===== src/rtl/stopwatch_pkg.sv =====
// Shared types, limits and BCD helpers for the stopwatch controller and its
// digit-pair counters.
package stopwatch_pkg;

  localparam int BCD_W = 8;

  typedef logic [BCD_W-1:0] bcd2_t;

  localparam bcd2_t BCD_MAX_99 = 8'h99;
  localparam bcd2_t BCD_MAX_59 = 8'h59;

  typedef enum logic [1:0] {
    IDLE  = 2'd0,
    RUN   = 2'd1,
    PAUSE = 2'd2,
    LAP   = 2'd3
  } state_t;

  typedef struct packed {
    bcd2_t hours;
    bcd2_t min;
    bcd2_t sec;
    bcd2_t ms;
  } bcd_time_t;

  // Increment a two-digit packed-BCD value; the caller handles wrap at its max.
  function automatic bcd2_t bcd2_inc(input bcd2_t v);
    if (v[3:0] == 4'd9) return {v[7:4] + 4'd1, 4'd0};
    return {v[7:4], v[3:0] + 4'd1};
  endfunction

  // Convert a decimal constant (0..99) to packed BCD.
  function automatic bcd2_t to_bcd2(input int unsigned n);
    return bcd2_t'(((n / 10) % 10) * 16 + (n % 10));
  endfunction

endpackage


===== src/rtl/bcd2_counter.sv =====
// Two-digit packed-BCD counter that wraps at MAX and reports a carry on the
// increment that wraps it, so instances chain through carry -> inc.
module bcd2_counter
  import stopwatch_pkg::*;
#(
  parameter bcd2_t MAX = BCD_MAX_99
) (
  input  logic       clk,
  input  logic       reset,
  input  logic       clr,
  input  logic       inc,
  output logic [7:0] q,
  output logic       carry
);

  assign carry = inc && (q == MAX);

  // NOTE: sequential state uses non-blocking assignments so every register in
  // the chain samples the values that existed before the clock edge.
  always_ff @(posedge clk or negedge reset) begin
    if (!reset) begin
      q <= '0;
    end else if (clr) begin
      q <= '0;
    end else if (inc) begin
      q <= (q == MAX) ? '0 : bcd2_inc(q);
    end
  end

endmodule


===== src/rtl/stopwatch_ctrl.sv =====
// Stopwatch sequencer: centisecond prescaler, cascaded BCD time counters,
// start/stop/lap/clear state machine and registered display outputs.
module stopwatch_ctrl
  import stopwatch_pkg::*;
#(
  parameter int DIV      = 1000000,
  parameter int HOUR_MAX = 23
) (
  input  logic       clk,
  input  logic       reset,
  input  logic       start_stop,
  input  logic       lap,
  input  logic       clear,
  output logic [7:0] hours,
  output logic [7:0] min,
  output logic [7:0] sec,
  output logic [7:0] ms,
  output logic       running,
  output logic       frozen,
  output logic       rollover
);

  localparam int            PW            = $clog2(DIV);
  localparam logic [PW-1:0] PRESC_LAST    = PW'(DIV - 1);
  localparam bcd2_t         HOURS_MAX_BCD = to_bcd2(HOUR_MAX);

  state_t        state;
  logic [PW-1:0] presc;
  logic          counting;
  logic          tick;
  logic          take_snap;
  logic          wrap;

  bcd2_t     live_ms, live_sec, live_min, live_hours;
  logic      ms_carry, sec_carry, min_carry, hours_carry;
  bcd_time_t live;
  bcd_time_t snap;
  bcd_time_t disp;

  assign counting  = (state == RUN) || (state == LAP);
  assign tick      = counting && (presc == PRESC_LAST);
  assign take_snap = lap && !start_stop && !clear && (state == RUN);
  assign live      = {live_hours, live_min, live_sec, live_ms};

  // Prescaler holds its count across a pause so resuming neither loses nor
  // adds a tick.
  always_ff @(posedge clk or negedge reset) begin
    if (!reset) begin
      presc <= '0;
    end else if (clear) begin
      presc <= '0;
    end else if (counting) begin
      presc <= tick ? '0 : presc + 1'b1;
    end
  end

  bcd2_counter #(.MAX(BCD_MAX_99)) u_ms (
    .clk   (clk),
    .reset (reset),
    .clr   (clear),
    .inc   (tick),
    .q     (live_ms),
    .carry (ms_carry)
  );

  bcd2_counter #(.MAX(BCD_MAX_59)) u_sec (
    .clk   (clk),
    .reset (reset),
    .clr   (clear),
    .inc   (ms_carry),
    .q     (live_sec),
    .carry (sec_carry)
  );

  bcd2_counter #(.MAX(BCD_MAX_59)) u_min (
    .clk   (clk),
    .reset (reset),
    .clr   (clear),
    .inc   (sec_carry),
    .q     (live_min),
    .carry (min_carry)
  );

  bcd2_counter #(.MAX(HOURS_MAX_BCD)) u_hours (
    .clk   (clk),
    .reset (reset),
    .clr   (clear),
    .inc   (min_carry),
    .q     (live_hours),
    .carry (hours_carry)
  );

  // Event priority is clear > start_stop > lap; running/frozen follow the
  // state being entered so they line up with the state register.
  always_ff @(posedge clk or negedge reset) begin
    if (!reset) begin
      state   <= IDLE;
      running <= 1'b0;
      frozen  <= 1'b0;
    end else if (clear) begin
      state   <= IDLE;
      running <= 1'b0;
      frozen  <= 1'b0;
    end else if (start_stop) begin
      case (state)
        IDLE, PAUSE: begin
          state   <= RUN;
          running <= 1'b1;
          frozen  <= 1'b0;
        end
        RUN, LAP: begin
          state   <= PAUSE;
          running <= 1'b0;
          frozen  <= 1'b0;
        end
      endcase
    end else if (lap) begin
      case (state)
        RUN: begin
          state   <= LAP;
          running <= 1'b1;
          frozen  <= 1'b1;
        end
        LAP: begin
          state   <= RUN;
          running <= 1'b1;
          frozen  <= 1'b0;
        end
        default: ;
      endcase
    end
  end

  // The snapshot takes the counters as they stand before any coincident tick.
  always_ff @(posedge clk or negedge reset) begin
    if (!reset) begin
      snap <= '0;
    end else if (clear) begin
      snap <= '0;
    end else if (take_snap) begin
      snap <= live;
    end
  end

  // Wrap is delayed one cycle so the rollover pulse coincides with the
  // outputs first showing 00:00:00.00.
  always_ff @(posedge clk or negedge reset) begin
    if (!reset) begin
      wrap <= 1'b0;
    end else begin
      wrap <= hours_carry && !clear;
    end
  end

  always_ff @(posedge clk or negedge reset) begin
    if (!reset) begin
      disp     <= '0;
      rollover <= 1'b0;
    end else if (clear) begin
      disp     <= '0;
      rollover <= 1'b0;
    end else begin
      disp     <= (state == LAP) ? snap : live;
      rollover <= wrap;
    end
  end

  assign hours = disp.hours;
  assign min   = disp.min;
  assign sec   = disp.sec;
  assign ms    = disp.ms;

endmodule


===== config.mk =====
export PLATFORM = sky130hd
export DESIGN_NAME = stopwatch_ctrl
export DESIGN_NICKNAME = d
export VERILOG_FILES = /design/src/rtl/stopwatch_pkg.sv /design/src/rtl/bcd2_counter.sv /design/src/rtl/stopwatch_ctrl.sv
export SDC_FILE = /design/constraint.sdc
export NUM_CORES = 1
export LEC_CHECK = 0
export BUFFER_PORTS_ARGS = -buffer_cell sky130_fd_sc_hd__buf_2
export CAP_MARGIN = 10
export CORE_MARGIN = 2
export CORE_UTILIZATION = 55
export DETAILED_ROUTE_END_ITERATION = 8
export PLACE_DENSITY = 0.76
export SYNTH_ARGS = -nofsm -noshare
export SYNTH_HDL_FRONTEND = slang
export SYNTH_SLANG_ARGS = --single-unit

===== constraint.sdc =====
create_clock -name clk -period 1.9 [get_ports clk]
set_input_delay 0.57 -clock clk [delete_from_list [all_inputs] [get_ports clk]]
set_output_delay 0.57 -clock clk [all_outputs]
set_load 0.005 [all_outputs]

# [After elaboration in Yosys (flattened, before gate mapping)]
# Cells that the tools add are included.
[totals] elab_cells=133 input_bits=5 output_inout_bits=35 ff_bits=122
[op_classes] addsub=9 n_mux=55 n_reduce_logical=35 n_eq_ne=12
[op_table] operator="$mux 8" count=20
[op_table] operator="$mux 32" count=4
[op_table] operator="$mux 20" count=3
[op_table] operator="$add 4x1->4 const B" count=8
[op_table] operator="$mux 1" count=21
[op_table] operator="$add 20x1->20 const B" count=1
[op_table] operator="$eq 20x20->1 const B" count=1
[op_table] operator="$reduce_bool 3->1" count=6
[op_table] operator="$eq 4x4->1 const B" count=4
[op_table] operator="$eq 8x7->1 const B" count=2
[op_table] operator="$reduce_and 2->1" count=6
[op_table] operator="$reduce_bool 2->1" count=6
[op_table] operator="$logic_and 1x1->1" count=9
[op_table] operator="$eq 8x6->1 const B" count=1
[op_table] operator="$eq 8x8->1 const B" count=1
[op_table] operator="$pmux 2 s2" count=2
[op_table] operator="$mux 2" count=3
[op_table] operator="$eq 2x2->1 const B" count=2
[op_table] operator="$pmux 1 s2" count=2
[op_table] operator="$reduce_bool 4->1" count=1
[op_table] operator="$reduce_or 2->1" count=2
[op_table] operator="$reduce_or 4->1" count=1
[op_table] operator="$eq 2x1->1 const B" count=1
[op_table] operator="$logic_not 1->1" count=2
[op_table] operator="other kinds (2)" count=2

# [Longest topological paths before layout]
[depth] ltp_word=12 depth_mapped=9 mapped_depth_nobuf=7

# [By module]
# A second synthesis with hierarchy kept.
[hier_totals] cells_unflattened=625 area_unflattened_um2=5801.8
[by_module_without_submodules] mod="stopwatch_ctrl" seq_area_each_um2=2252.2 area_per_inst_um2=3870.0 cells_per_inst=428 n_inst=1
[by_module_without_submodules] mod="bcd2_counter at u_min ..." seq_area_each_um2=200.2 area_per_inst_um2=471.7 cells_per_inst=47 n_inst=2
[by_module_without_submodules] mod="bcd2_counter at u_hours" seq_area_each_um2=200.2 area_per_inst_um2=500.5 cells_per_inst=52 n_inst=1
[by_module_without_submodules] mod="bcd2_counter at u_ms" seq_area_each_um2=200.2 area_per_inst_um2=488.0 cells_per_inst=51 n_inst=1

# [Least setup slack after synthesis]
# No wires, ideal clock.
[synth_timing] kind="register to register" from="register presc[0]" to="register u_hours.q[3]" required_ps=1822 path_buffers=1 setup_slack_ps=-148 path_stages_with_launch=8 synth_period_minus_slack_ps=2048 t_arrival_ps=1970 setup_time_ps=78 cell_sequence="dfrtp_1 > ha_1 > nand2_1 > nor4_4 > nand4_2 > buf_2 > or3_1 > a21oi_1"
[synth_via] elab_chain_len=6
[synth_lines] element="start: declaration" line_no="stopwatch_ctrl.sv:28" rtl="logic [PW-1:0] presc;"
[synth_lines] element="start signal: assignment" line_no="stopwatch_ctrl.sv:53" rtl="presc <= tick ? '0 : presc + 1'b1;"
[synth_lines] element="$eq 20x20->1" line_no="stopwatch_ctrl.sv:41" rtl="assign tick = counting && (presc == PRESC_LAST);"
[synth_lines] element="$logic_and 1x1->1" line_no="stopwatch_ctrl.sv:41"
[synth_lines] element="$logic_and 1x1->1 (3 in a row)" line_no="bcd2_counter.sv:16" rtl="assign carry = inc && (q == MAX);"
[synth_lines] element="$reduce_bool 2->1 (no source line)"
[synth_lines] element="end signal: assignment" line_no="bcd2_counter.sv:26" rtl="q <= (q == MAX) ? '0 : bcd2_inc(q);"
[synth_lines] element="end: declaration" line_no="bcd2_counter.sv:12" rtl="output logic [7:0] q,"
# No other way between the ends.
# A chain may end at the register's enable or synchronous reset.

# [Final worst setup path]
[layout_timing] from="register presc[8]" to="register u_hours.q[0]"
# Same word-level chain as after synthesis.

==> metrics <==
CP Capture Type=flop; yosys warns=0; Post-DP HPWL=a little over 9000 um; Slowest-stage cell, CP=or4b_4; Fin Hold WS=0.271 ns; CP Class=flop to flop; die area=11500 um^2; Setup WS pre-CTS=-0.202 ns; Hold Path Class=input pin to flop; Logic pwr share=roughly 4%; IR drop worst, VDD=0.000574 V; layout cells sized above 1=28.7%; H-Tree Depth=4; CP cell instances=or4b_4, nor3_4, nand4_4, buf_6, or3_4, a21oi_2; Synth Register Bits=122; Syn Area/Cell=9.10 um^2; clk slew on worst S/H paths=0.06 ns; fin worst setup slack=-0.261 ns; DRT antenna net count=0; met1 Resource Use GR=36.3%; row count=37; remaining global-route overflow=0; Post-Syn Area=around 5900 um^2; Remaining DRCs=0; Clk Latency, worst-skew pair=0.53 ns; clock net sink count=122; RSZ-0062 raised after global routing=yes; Least-Margin Pin Slew=around 0.48 ns; Final Max Tran Viols=0; met3 Usage GRT=5.81%; arrival time at the worst endpoint=2.62 ns; Setup violations, final=34; min cycle time layout=2.16 ns; LEAKAGE=3.64 nW; Critical Path Fanout Max=6; PwrDens=777 nW/um^2; first-pass GRT wire length=26100 um; Max-Cap Viols=0; failing checks=negative setup slack; core area=10300 um^2; Switching Share=about a quarter; I/O Pins=40; Die Wd=between 100 and 150 um; clk root buf=clkbuf_8; Hold Path Cell Cnt=2; busiest grt layer=met2; initial antenna violation count=0; Most used DFF post-synth=dfrtp_1; max incr delay on CP=0.61 ns; All-Layer GR Usage=29.2%; Port Buf Inserts=39; Seq pwr share=between 40% and 50%; Vias/cell=just under 6; Fmax=463 MHz; Post-Syn Instances=645; clock share of power=between 50% and 60%; final hold vios=0; CTS max path bufs=2; Reg2Reg Depth=6; vias in the first global route=5322; period utilisation layout=114%; Fillers=625; Worst Path Required=2.36 ns; Vias=5432; DR iter-0 viols=469; Int Power=4.73 mW; Layout Area Growth over Synthesis=35.3%; Pre-antenna DRT Iters=5; Post-synth EDFFs=0; post-synthesis async set-or-reset flop share=100%; total clock buffers created by CTS=17; Syn Nets=667; final WL=roughly 17000 um; Max Clock Skew=0.00740 ns; synth unique cells=51; R2R Setup Slk=-0.26 ns; relative max-transition margin=approximately 68%; TritonCTS clock tree=built; Initial Utilization=between 50% and 60%; commonest non-fill, non-tap cell in the layout=nand2_1; pin count of the biggest net entering global routing=73; Nets=~800; run status=complete, but fails checks; RePlAce Congestion=0.886; post-DR wirelength/cell=between 15 and 20 um; crit start category=flop; n_diodes=0; Die Y=107 um; net switching power=1.44 mW; most frequent cells in the layout=nand2_1 (157), dfrtp_1 (122), a21oi_1 (94); Seq/Total Area, Yosys=52.0%; met2 Use GR=approximately half
[critical path, delay by kind of cell (launching register included)]
family,cells,cell delay (ns)
AO/OA/AOI/OAI,1,0.14
AND/OR/NAND/NOR,4,1.38
buffers and inverters,1,0.18
flip-flops,1,0.39
[synth_stat cells (2+ instances only)]
master / number / area (um^2)
nand4b_1: 2 / 17.5
or3_1: 18 / 113
nand3_1: 20 / 100
o31ai_1: 2 / 15.0
inv_1: 17 / 63.8
clkbuf_1: 31 / 116
a31oi_1: 3 / 18.8
or4_1: 6 / 45.0
nand3b_1: 6 / 45.0
dfrtp_1: 122 / 3050
and3_1: 2 / 12.5
o41ai_1: 2 / 17.5
nor4_1: 4 / 25.0
o21ai_0: 12 / 60.1
a21oi_1: 98 / 490
or4b_4: 2 / 27.5
nor2b_1: 4 / 25.0
and2_1: 2 / 12.5
buf_2: 2 / 10.0
and3b_1: 5 / 43.8
nand2_1: 160 / 601
nor3_1: 6 / 30.0
ha_1: 17 / 213
and4_1: 4 / 35.0
nand4_1: 8 / 50.1
mux2i_1: 5 / 50.1
nor3_2: 3 / 30.0
xor2_1: 11 / 96.3
nand4_2: 2 / 25.0
o211ai_1: 2 / 15.0
xnor2_1: 3 / 26.3
nor2_1: 35 / 131
nand2b_1: 11 / 68.8
[flip-flops by register name (all words and copies together), names as in the netlist]
register	flops
snap	32
presc	20
hours	8
min	8
ms	8
sec	8
u_hours.q	8
u_min.q	8
u_ms.q	8
u_sec.q	8
state	2
frozen	1
rollover	1
running	1
wrap	1
[metal layers]
metal	routed length, um	vias to the layer above	part of all wire [%]
met3	1090	58	6.5
met4	524	0	3.1
met5	0	-	0
li1	-	2473	-
met1	6500	2643	39
met2	8660	258	52
[final cells by class]
type / instances / area, um^2 / area share, %
sequential: 122 / 3050 / 38.4
multi-input combinational: 473 / 2910 / 36.6
timing repair buffer: 148 / 1150 / 14.4
clock buffer: 20 / 435 / 5.48
tap: 136 / 170 / 2.14
clock inverter: 12 / 164 / 2.06
inverter: 17 / 63.8 / 0.803
[worst paths after layout]
check	from	end
setup / recovery	presc[8]	u_hours.q[0]
hold reg to reg	wrap	rollover
setup reg to reg	presc[8]	u_hours.q[0]
max in group asynchronous	reset	snap[17]
min in group asynchronous	reset	ms[1]
hold / removal	start_stop	frozen
[power groups by stage]
stage               Combinational (mW)  Sequential (mW)  Clock (mW)
floorplan                       0.0931             2.66           0
global placement                 0.212             2.66           0
detailed placement               0.216             2.67           0
CTS                              0.222             2.62        3.30
global route                     0.264             2.62        3.45
finish                           0.239             2.62        3.31
[cells by family (layout without fill, tap and decap cells)]
kind of cell	Yosys count	count (layout)	synth area share, %
and+or+nand+nor	312	312	26.9
AOI/OAI and AO/OA	125	125	11.3
DFF	122	122	52.0
buffers and inverters	50	197	3.24
adders and majority gates	17	17	3.62
xor gates and xnor gates	14	14	2.09
muxes	5	5	0.853
[per-stage QoR]
stage          area [um^2]  util [%]  power, mW  instances  TNS [ns]
6_report              7940      76.9       6.17        928     -4.76
5_1_grt               7940      76.9       6.34        928     -7.16
4_1_cts               7670      74.3       6.15        915     -4.87
3_5_place_dp          6880      66.6       2.88        878     -4.83
3_3_place_gp          6880      66.6       2.88        878     -2.86
2_1_floorplan         5880         -       2.76        645     -1.12
[repair_timing]
action	4_1_cts	5_1_grt
pin swaps	21	22
buffers inserted	4	13
resized for setup	31	40
hold endpoints to repair	6	0
setup endpoints to repair	47	52
hold buffers	1	0
(Power assumes the default switching activity.)
